==> config.mk <==
export PLATFORM = sky130hd
export DESIGN_NAME = tdm_demux
export DESIGN_NICKNAME = d
export VERILOG_FILES = /design/src/rtl/tdm_demux.sv
export SDC_FILE = /design/constraint.sdc
export NUM_CORES = 1
export LEC_CHECK = 0
export CORE_MARGIN = 4
export CORE_UTILIZATION = 53
export DETAILED_ROUTE_END_ITERATION = 10
export HOLD_SLACK_MARGIN = 0.12
export PLACE_DENSITY = 0.78
export SLEW_MARGIN = 20
export SYNTH_ARGS = -nofsm -noshare
export SYNTH_HDL_FRONTEND = slang
export SYNTH_SLANG_ARGS = --single-unit
==> constraint.sdc <==
create_clock -name clk -period 1.65 [get_ports clk]
set_input_delay 0.4125 -clock clk [delete_from_list [all_inputs] [get_ports clk]]
set_output_delay 0.4125 -clock clk [all_outputs]
set_load 0.1 [all_outputs]
==> src/rtl/tdm_demux.sv <==
`default_nettype none
// ============================================================================
// Module   : tdm_demux
// Brief    : Serial TDM frame demultiplexer into CHANNELS registered words.
//            Optional trailing even-parity bit when TDM_DEMUX_PARITY_EN is set.
// Revision : 1.0 - initial release
// ============================================================================
module tdm_demux #(
  parameter int CHANNELS = 4,
  parameter int WIDTH    = 8
) (
  input  logic                        clk,
  input  logic                        rst_n,
  input  logic                        din,
  input  logic                        din_valid,
  input  logic                        frame_sync,
  output logic [CHANNELS*WIDTH-1:0]   ch_data,
  output logic                        frame_valid,
  output logic                        frame_err,
  output logic                        busy
);

  localparam int c_N     = CHANNELS * WIDTH;
  localparam int c_CNT_W = $clog2(c_N + 1);
  localparam logic [c_CNT_W-1:0] c_LAST = c_CNT_W'(c_N - 1);
  localparam logic [c_CNT_W-1:0] c_ONE  = c_CNT_W'(1);
`ifdef TDM_DEMUX_PARITY_EN
  localparam int c_SH_W = c_N;
`else
  // The last data bit goes straight from din into ch_data, so one bit less.
  localparam int c_SH_W = c_N - 1;
`endif

  localparam logic [1:0] c_HUNT   = 2'd0;
  localparam logic [1:0] c_RECV   = 2'd1;
`ifdef TDM_DEMUX_PARITY_EN
  localparam logic [1:0] c_PARITY = 2'd2;
`endif

  logic [1:0]         r_state;
  logic [1:0]         w_state_nxt;
  logic [c_CNT_W-1:0] r_cnt;
  logic [c_SH_W-1:0]  r_shift;
  logic [c_SH_W-1:0]  w_shift_nxt;
  logic [c_N-1:0]     w_frame;
  logic [c_N-1:0]     w_ch_word;
  logic               w_start;
  logic               w_shift;
  logic               w_load;
  logic               w_abort;
`ifdef TDM_DEMUX_PARITY_EN
  logic               r_par;
  logic               w_par_bad;
`endif

  // w_frame holds channel 0 in its top slot (first bit received is the MSB).
`ifdef TDM_DEMUX_PARITY_EN
  assign w_frame     = r_shift;
  assign w_shift_nxt = {r_shift[c_N-2:0], din};
  assign w_par_bad   = r_par ^ din;
`else
  assign w_frame     = {r_shift, din};
  assign w_shift_nxt = w_frame[c_N-2:0];
`endif

  for (genvar k = 0; k < CHANNELS; k++) begin : g_chan
    assign w_ch_word[k*WIDTH +: WIDTH] = w_frame[(CHANNELS-1-k)*WIDTH +: WIDTH];
  end

  always_ff @(posedge clk) begin
    if (!rst_n) begin
      r_state <= c_HUNT;
    end else begin
      r_state <= w_state_nxt;
    end
  end

  always_comb begin
    w_state_nxt = r_state;
    if (din_valid) begin
      case (r_state)
        c_HUNT: begin
          if (frame_sync) w_state_nxt = c_RECV;
        end
        c_RECV: begin
          if (!frame_sync && (r_cnt == c_LAST)) begin
`ifdef TDM_DEMUX_PARITY_EN
            w_state_nxt = c_PARITY;
`else
            w_state_nxt = c_HUNT;
`endif
          end
        end
`ifdef TDM_DEMUX_PARITY_EN
        c_PARITY: begin
          w_state_nxt = frame_sync ? c_RECV : c_HUNT;
        end
`endif
        default: w_state_nxt = c_HUNT;
      endcase
    end
  end

  // A sync bit inside a frame always wins: it aborts and restarts as bit 0.
  always_comb begin
    w_start = 1'b0;
    w_shift = 1'b0;
    w_load  = 1'b0;
    w_abort = 1'b0;
    busy    = (r_state != c_HUNT);
    if (din_valid) begin
      case (r_state)
        c_HUNT: begin
          w_start = frame_sync;
        end
        c_RECV: begin
          w_start = frame_sync;
          w_abort = frame_sync;
          w_shift = !frame_sync;
`ifndef TDM_DEMUX_PARITY_EN
          w_load  = !frame_sync && (r_cnt == c_LAST);
`endif
        end
`ifdef TDM_DEMUX_PARITY_EN
        c_PARITY: begin
          w_start = frame_sync;
          w_abort = frame_sync || w_par_bad;
          w_load  = !frame_sync && !w_par_bad;
        end
`endif
        default: begin
          w_start = 1'b0;
        end
      endcase
    end
  end

  always_ff @(posedge clk) begin
    if (!rst_n) begin
      r_cnt       <= '0;
      r_shift     <= '0;
      ch_data     <= '0;
      frame_valid <= 1'b0;
      frame_err   <= 1'b0;
`ifdef TDM_DEMUX_PARITY_EN
      r_par       <= 1'b0;
`endif
    end else begin
      frame_valid <= w_load;
      frame_err   <= w_abort;
      if (w_load) ch_data <= w_ch_word;

      if (w_start) begin
        r_cnt   <= c_ONE;
        r_shift <= c_SH_W'(din);
`ifdef TDM_DEMUX_PARITY_EN
        r_par   <= din;
`endif
      end else if (w_state_nxt == c_HUNT) begin
        r_cnt <= '0;
      end else if (w_shift) begin
        r_cnt   <= r_cnt + c_ONE;
        r_shift <= w_shift_nxt;
`ifdef TDM_DEMUX_PARITY_EN
        r_par   <= r_par ^ din;
`endif
      end
    end
  end

endmodule
`default_nettype wire

==> reports/metrics.yaml, run 1 <==
synth:
  ys.flop_type: "dfxtp_1"
  synth_area_um2: 2751
  yosys_warnings: 0
  async_flop_share_pct: 0
  syn_nets: 332
  ys_seq_elements: 73
  syn_inst: 326
  ys_types: 35
  synth_edf_count: 0
  syn_area_per_cell_um2: 8.440
  synth_seq_area_share_pct: 53.12
flow_run:
  cap_violations: 0
global_routing:
  antenna_found_initial: 0
  grt_first_pass_wirelength_um: 10290
  track_usage_pct: 20.79
  grt_overflow: 0
  grt_max_degree: 34
  grt_pass1_vias: 2299
power_and_ir_drop:
  peakVddDrop_mv: 0.5859
  power_density_nw_per_um2: 854.2
  p_leak_nw: 1.368
  report.power.total_mw: 3.296
clock_network:
  clk_latency_ns: 0.34
  cts-root-buf: "clkbuf_8"
  ctsHtreeMaxLevel: 3
  clk_path_buf_depth: 2
  cts_hold_repair.buffers: 0
  clock_sinks: 73
  numCtsBuffers: 9
  cts_tree: "yes"
  clk_pin_slew_ns: 0.07
sta:
  whs_ns: 0.4586
  tightest_slew_ns: 0.2935
  max_freq_ghz: 0.6314
  fin_crit_ns: 1.584
  maxSlewHeadroom_pct: 80.41
  hold_viol_final: 0
  final_max_slew_viol_count: 0
  rsz0062_at_grt: "false"
  fin_skew_ns: 0.007100
  setup_viol_count_final: 0
  period_share_pct: 95.99
worst_setup_path:
  ff2ff_setup_slack_ns: 0.11
  worstSetupPathType: "input port to register"
  crit_fanout: 17
  r2r_end: "ch_data[29]"
  end_kind: "register"
  crit_path_start_kind: "input port"
  timing.rr.start: "r_cnt[0]"
  required_ns: 1.92
  crit_arrival_ns: 1.85
  reg2reg_depth: 6
routing:
  routed_wl_um: 6236
  ant_nets: 0
  dr.pass1.iters: 5
  drt-initial-drc-count: 171
  vias_per_cell: 5.321
  num_vias: 2352
  avgRoutedWirePerCell_um: 14.11
  drc: 0
die:
  placementRows: 25
  start_util_pct: 56.38
  die_h_um: 80.05
  die_x_um: 80.05
  coreArea_um2: 4880
  dieArea_um2: 6408
  io_pins: 40
layout:
  finalNetCount: 377
  final_area_um2: 3859
  multi_input_area_um2: 1177
  instances_no_fill: 442
  diodes: 0
  fillCellCount: 320
  fin_util_pct: 79.08
  drive_gt1_share_pct: 20.27
  register_area_um2: 1464
  areaGrowthSynthToFinish_pct: 40.25
placed_design:
  io_buffers: 39
  placed_cell_area_um2: 3611
  dp_cells: 424
  gp_congestion: 0.7819
  dp_hpwl_um: 4014
hold_path:
  hold_end: "ch_data[7]"
  hold_path_class: "register to register"
  hold_depth: 2
  min_from: "r_shift[30]"
status:
  outcome: "finished, final reports clean"
-- cell type report --
type                       count  area share [%]
inverter                       1         0.09728
clock buffer                  10           3.567
tap                           67           2.173
multi-input combinational    230           30.51
clock inverter                 5           1.459
timing repair buffer          56           24.25
sequential                    73           37.94
-- flip-flops by register name, summed over array words and instances, names as in the netlist --
signal,count
ch_data,32
r_cnt,6
r_shift,31
frame_err,1
r_state,2
frame_valid,1
-- layer usage --
layer,global-route usage (%),routed length (um)
met5,0,0
met4,8.446,102
met3,6.278,326
met2,36.84,3290
met1,23.02,2516
-- metrics by stage --
step                setup WS [ns]  setup TNS [ns]
floorplan                  0.1437               0
global placement          -0.3006          -16.22
detailed placement        -0.3901          -20.00
CTS                    -0.0003665      -0.0003665
global route             0.004550               0
finish                    0.06615               0
-- worst max-delay path by stage --
stage                           from          end  slack, ns  cells after the start
after floorplan           r_state[1]     r_cnt[0]       0.14                      3
after global placement    frame_sync   ch_data[1]      -0.30                      6
after detailed placement  frame_sync   ch_data[4]      -0.39                      6
after CTS                 r_state[0]         busy    -0.0004                      3
after global routing       din_valid   ch_data[2]      0.005                      6
final                      din_valid  ch_data[29]       0.07                      6
-- Yosys cell counts, types with 2 or more instances --
| master | count | area, um2 |
|---|---|---|
| nand2_1 | 127 | 476.7 |
| buf_4 | 2 | 15.01 |
| nor2_1 | 6 | 22.52 |
| a21boi_1 | 29 | 217.7 |
| dfxtp_1 | 73 | 1461 |
| nand4_1 | 2 | 12.51 |
| a21boi_0 | 3 | 22.52 |
| o21a_1 | 2 | 15.01 |
| xor2_1 | 4 | 35.03 |
| buf_2 | 9 | 45.04 |
| clkbuf_1 | 7 | 26.28 |
| mux2i_1 | 2 | 20.02 |
| and2_1 | 2 | 12.51 |
| a21oi_1 | 30 | 150.1 |
| nor2b_1 | 2 | 12.51 |
| or2_2 | 2 | 12.51 |
| and3_1 | 4 | 25.02 |
| buf_6 | 3 | 33.78 |
-- report_power, final --
part	internal [mW]	switching, mW
sequential	1.77	0.00698
clock	0.728	0.631
combinational	0.0746	0.0880
-- cells in the final DEF, fill, tap and decap left out, types with 2 or more instances in the layout --
cell type / count
nand2_1: 127
dfxtp_1: 71
buf_12: 39
a21boi_1: 32
a21oi_1: 30
buf_4: 12
clkbuf_8: 10
nor2_1: 6
and3_1: 4
xor2_1: 4
clkdlybuf4s50_1: 4
o21a_1: 2
nor2b_1: 2
and2_1: 2
nand4_1: 2
mux2i_1: 2
clkinv_2: 2
dfxtp_2: 2
-- logic make-up after synthesis --
kind of cell | share of synthesized area [%]
xor+xnor | 1.273
buf+inv | 4.638
fa+ha+maj | 0.4547
compound gates | 16.64
simple gates | 23.15
flops | 53.11
mux | 0.7276
-- what timing repair did --
action | 4_1_cts | 5_1_grt
gates resized for setup | 6 | 4
cloned | 0 | 1
setup buffers | 0 | 3
pin swaps | 1 | 3
endpoints found under the setup margin | 5 | 19
-- critical path, stage by stage --
cell and delay (ns):
clkdlybuf4s50_1 0.50, and4bb_4 0.30, and4_4 0.28, buf_12 0.15
nand2_1 0.07, a21boi_1 0.14
No activity file was read; power rests on OpenSTA's default activity.
==> run 2, diff against run 1 <==
Settings changed: SLEW_MARGIN 20 to 15.
==> results of run 2 <==
The final DEF is identical to that of run 1; final timing and power are the same.
==> run 3, diff against run 2 <==
Settings changed: PLACE_DENSITY 0.78 to unset, PLACE_DENSITY_LB_ADDON set to 0.2.
==> run 3 against run 2 <==
Net effect:
- cell area grew 0.42%
- sequential power is essentially flat
- count of clock-buffer cells in the layout increased by 1
- routed wire length fell by 6.0%
- register-to-register slack barely moved
- via count is 1.1% lower
- critical path depth is the same
- clock power increased by 8%
- total power rose by 3.1%
- sequential share of layout area decreased by 0.16 points
- first-iteration DRC count is 0.58% higher
- die area did not move
- highest routed layer unchanged
==> reports/metrics.yaml, run 3 (synthesis gave the netlist of run 1 again) <==
status:
  outcome: "finished, final reports clean"
worst_setup_path:
  crit_arrival_ns: 1.87  # +0.02 ns
  ff2ff_setup_slack_ns: 0.11  # about the same
  required_ns: 1.93  # about the same
  reg2reg_depth: 6  # unchanged
  r2r_end: "ch_data[9]"
  crit_path_start_kind: "input port"
  cp_slowest_stage_delay_ns: 0.42  # -0.08 ns
  timing.rr.start: "r_cnt[0]"
  crit_fanout: 9  # -8
  cp_slowest_cell: "clkdlybuf4s50_1"
  path_cells: "clkdlybuf4s50_1 -> and4bb_1 -> and4_4 -> clkbuf_4 -> nand2_1 -> a21boi_1"
  crit_buf_inv: 2  # unchanged
  end_kind: "register"
  cp.depth: 6  # unchanged
  worstSetupPathType: "input port to register"
  cp_top_family: "simple AND/OR/NAND/NOR gates"
power_and_ir_drop:
  p_leak_nw: 1.377  # +0.66%
  peakVddDrop_mv: 0.6005  # +2.5%
  power_density_nw_per_um2: 876.8  # +2.6%
  p_int_mw: 2.624  # +2.1%
  clock_power_share_pct: 43.2  # +2.0 points
  switchingPower_mw: 0.7732  # +6.5%
  switching_share_pct: 22.76  # +0.72 points
  p_seq_share_pct: 52.2  # -1.6 points
  power.share.combinational_pct: 4.6  # -0.3 points
routing:
  routed_wl_um: 5863  # -6.0%
  dr.pass1.iters: 4  # -1
  avgRoutedWirePerCell_um: 13.18  # -6.6%
  drc: 0  # unchanged
  vias_per_cell: 5.225  # -1.8%
  num_vias: 2325  # -1.1%
  ant_nets: 0  # unchanged
  drt-initial-drc-count: 172  # +0.58%
global_routing:
  track_usage_pct: 20.01  # -0.78 points
  grt_max_degree: 31  # -8.8%
  antenna_found_initial: 0  # unchanged
  grt_pass1_vias: 2217  # -3.6%
  grt_overflow: 0  # unchanged
  grt_first_pass_wirelength_um: 9860  # -4.2%
layout:
  largest_reg_flops: 32  # unchanged
  final_common_cell: "nand2_1"
  reg_top3: "ch_data: 32 flops, r_shift: 31 flops, r_cnt: 6 flops"
  finalNetCount: 379  # +0.53%
  areaGrowthSynthToFinish_pct: 40.84
  diodes: 0  # unchanged
  drive_gt1_share_pct: 20.90  # +0.63 points
  largest-register: "ch_data"
  mostFrequentLayoutCells: "nand2_1, dfxtp_1, buf_12, a21oi_1, a21boi_1"
  multi_input_area_um2: 1175  # -0.21%
  final_area_um2: 3875  # +0.42%
  register_area_um2: 1464  # unchanged
  fillCellCount: 329  # +2.8%
sta:
  setup_viol_count_final: 0  # unchanged
  hold_viol_final: 0  # unchanged
  period_share_pct: 96.32  # +0.33 points
  tightest_slew_ns: 0.3798  # +0.08629 ns
  whs_ns: 0.4584  # -0.0001830 ns
  setup_tns_ns: 0  # unchanged
  maxSlewHeadroom_pct: 74.57  # -5.8 points
  final_max_slew_viol_count: 0  # unchanged
  fin_crit_ns: 1.589  # +0.005412 ns
  fin_skew_ns: 0.01187  # +0.004766 ns
  max_freq_ghz: 0.6292  # -0.34%
placed_design:
  dp_hpwl_um: 3804  # -5.2%
  io_buffers: 39  # unchanged
  gp_congestion: 0.8190  # +4.7%
  placed_cell_area_um2: 3628  # +0.49%
clock_network:
  clk_path_buf_depth: 2  # unchanged
  clk_pin_slew_ns: 0.08  # about the same
  numCtsBuffers: 9  # unchanged
  clk_latency_ns: 0.35  # about the same
  ctsHtreeMaxLevel: 3  # unchanged
  clock_sinks: 73  # unchanged
  cts-root-buf: "clkbuf_8"
  cts_tree: "yes"
flow_run:
  cap_violations: 0  # unchanged
die:
  die_x_um: 80.05  # unchanged
  dieArea_um2: 6408  # unchanged
  placementRows: 25  # unchanged
  coreArea_um2: 4880  # unchanged
  die_h_um: 80.05  # unchanged
  start_util_pct: 56.38  # unchanged
  io_pins: 40  # unchanged
hold_path:
  hold_path_class: "register to register"
  min_from: "r_shift[30]"
  hold_depth: 2  # unchanged
  hold_end: "r_shift[30]"
run 3: cell count changes in the layout (fill, tap and decap cells not counted), sizes merged:
cell      delta
inv          +1
buf          +2
clkinv       -3
clkbuf       +1
clkinvlp     +2
run 3: cell type report:
class,instances,area share (%)
Tap cell,67,2.163
Clock inverter,5,1.582
Multi-Input combinational cell,230,30.32
Inverter,1,0.09687
Sequential cell,73,37.78
Clock buffer,11,3.907
Timing Repair Buffer,58,24.15
run 3: power by group through the flow:
stage,combinational [mW],sequential [mW],clock [mW]
after detailed placement,0.156,1.81,0
after global placement,0.155,1.81,0
after CTS,0.158,1.77,1.49
final,0.158,1.77,1.47
after floorplan,0.0901,1.82,0
after global routing,0.170,1.77,1.58
run 3: how the worst max path moves through the flow:
| stage | end | startpoint |
|---|---|---|
| floorplan | r_cnt[0] | r_state[1] |
| global placement | ch_data[0] | frame_sync |
| detailed placement | ch_data[30] | frame_sync |
| CTS | busy | r_state[1] |
| global route | ch_data[25] | frame_sync |
| finish | ch_data[9] | frame_sync |
run 3: through the flow:
step | util [%] | power [mW] | setup slack (ns) | cells
after floorplan | - | 1.905 | 0.1437 | 326
after global placement | 74.36 | 1.968 | -0.2171 | 428
after detailed placement | 74.36 | 1.970 | -0.2845 | 428
after CTS | 78.85 | 3.416 | 0.03667 | 444
after global routing | 79.41 | 3.526 | -0.004174 | 445
final | 79.41 | 3.397 | 0.06074 | 445
run 3: metal layers:
metal	global-route usage (%)	vias to the layer above	routed length (um)
li1	-	1164	-
met1	23.23	1093	2437
met2	33.44	57	2963
met3	6.726	11	335
met4	8.615	0	127
met5	0	-	0
run 3: worst register-to-register path: stages (launching register included):
cell and delay (ns):
dfxtp_2 0.36, ha_2 0.20, and3b_2 0.23, and4_4 0.27, clkbuf_4 0.20, nand2_1 0.08, a21boi_1 0.13
run 3: what timing repair did:
item                                    4_1_cts  5_1_grt
hold buffers                                  0        0
endpoints found under the hold margin         0        0
endpoints found under the setup margin        2       32
resized for setup                             3       10
cloned                                        0        1
pin swaps                                     0        0
buffers inserted                              0        0
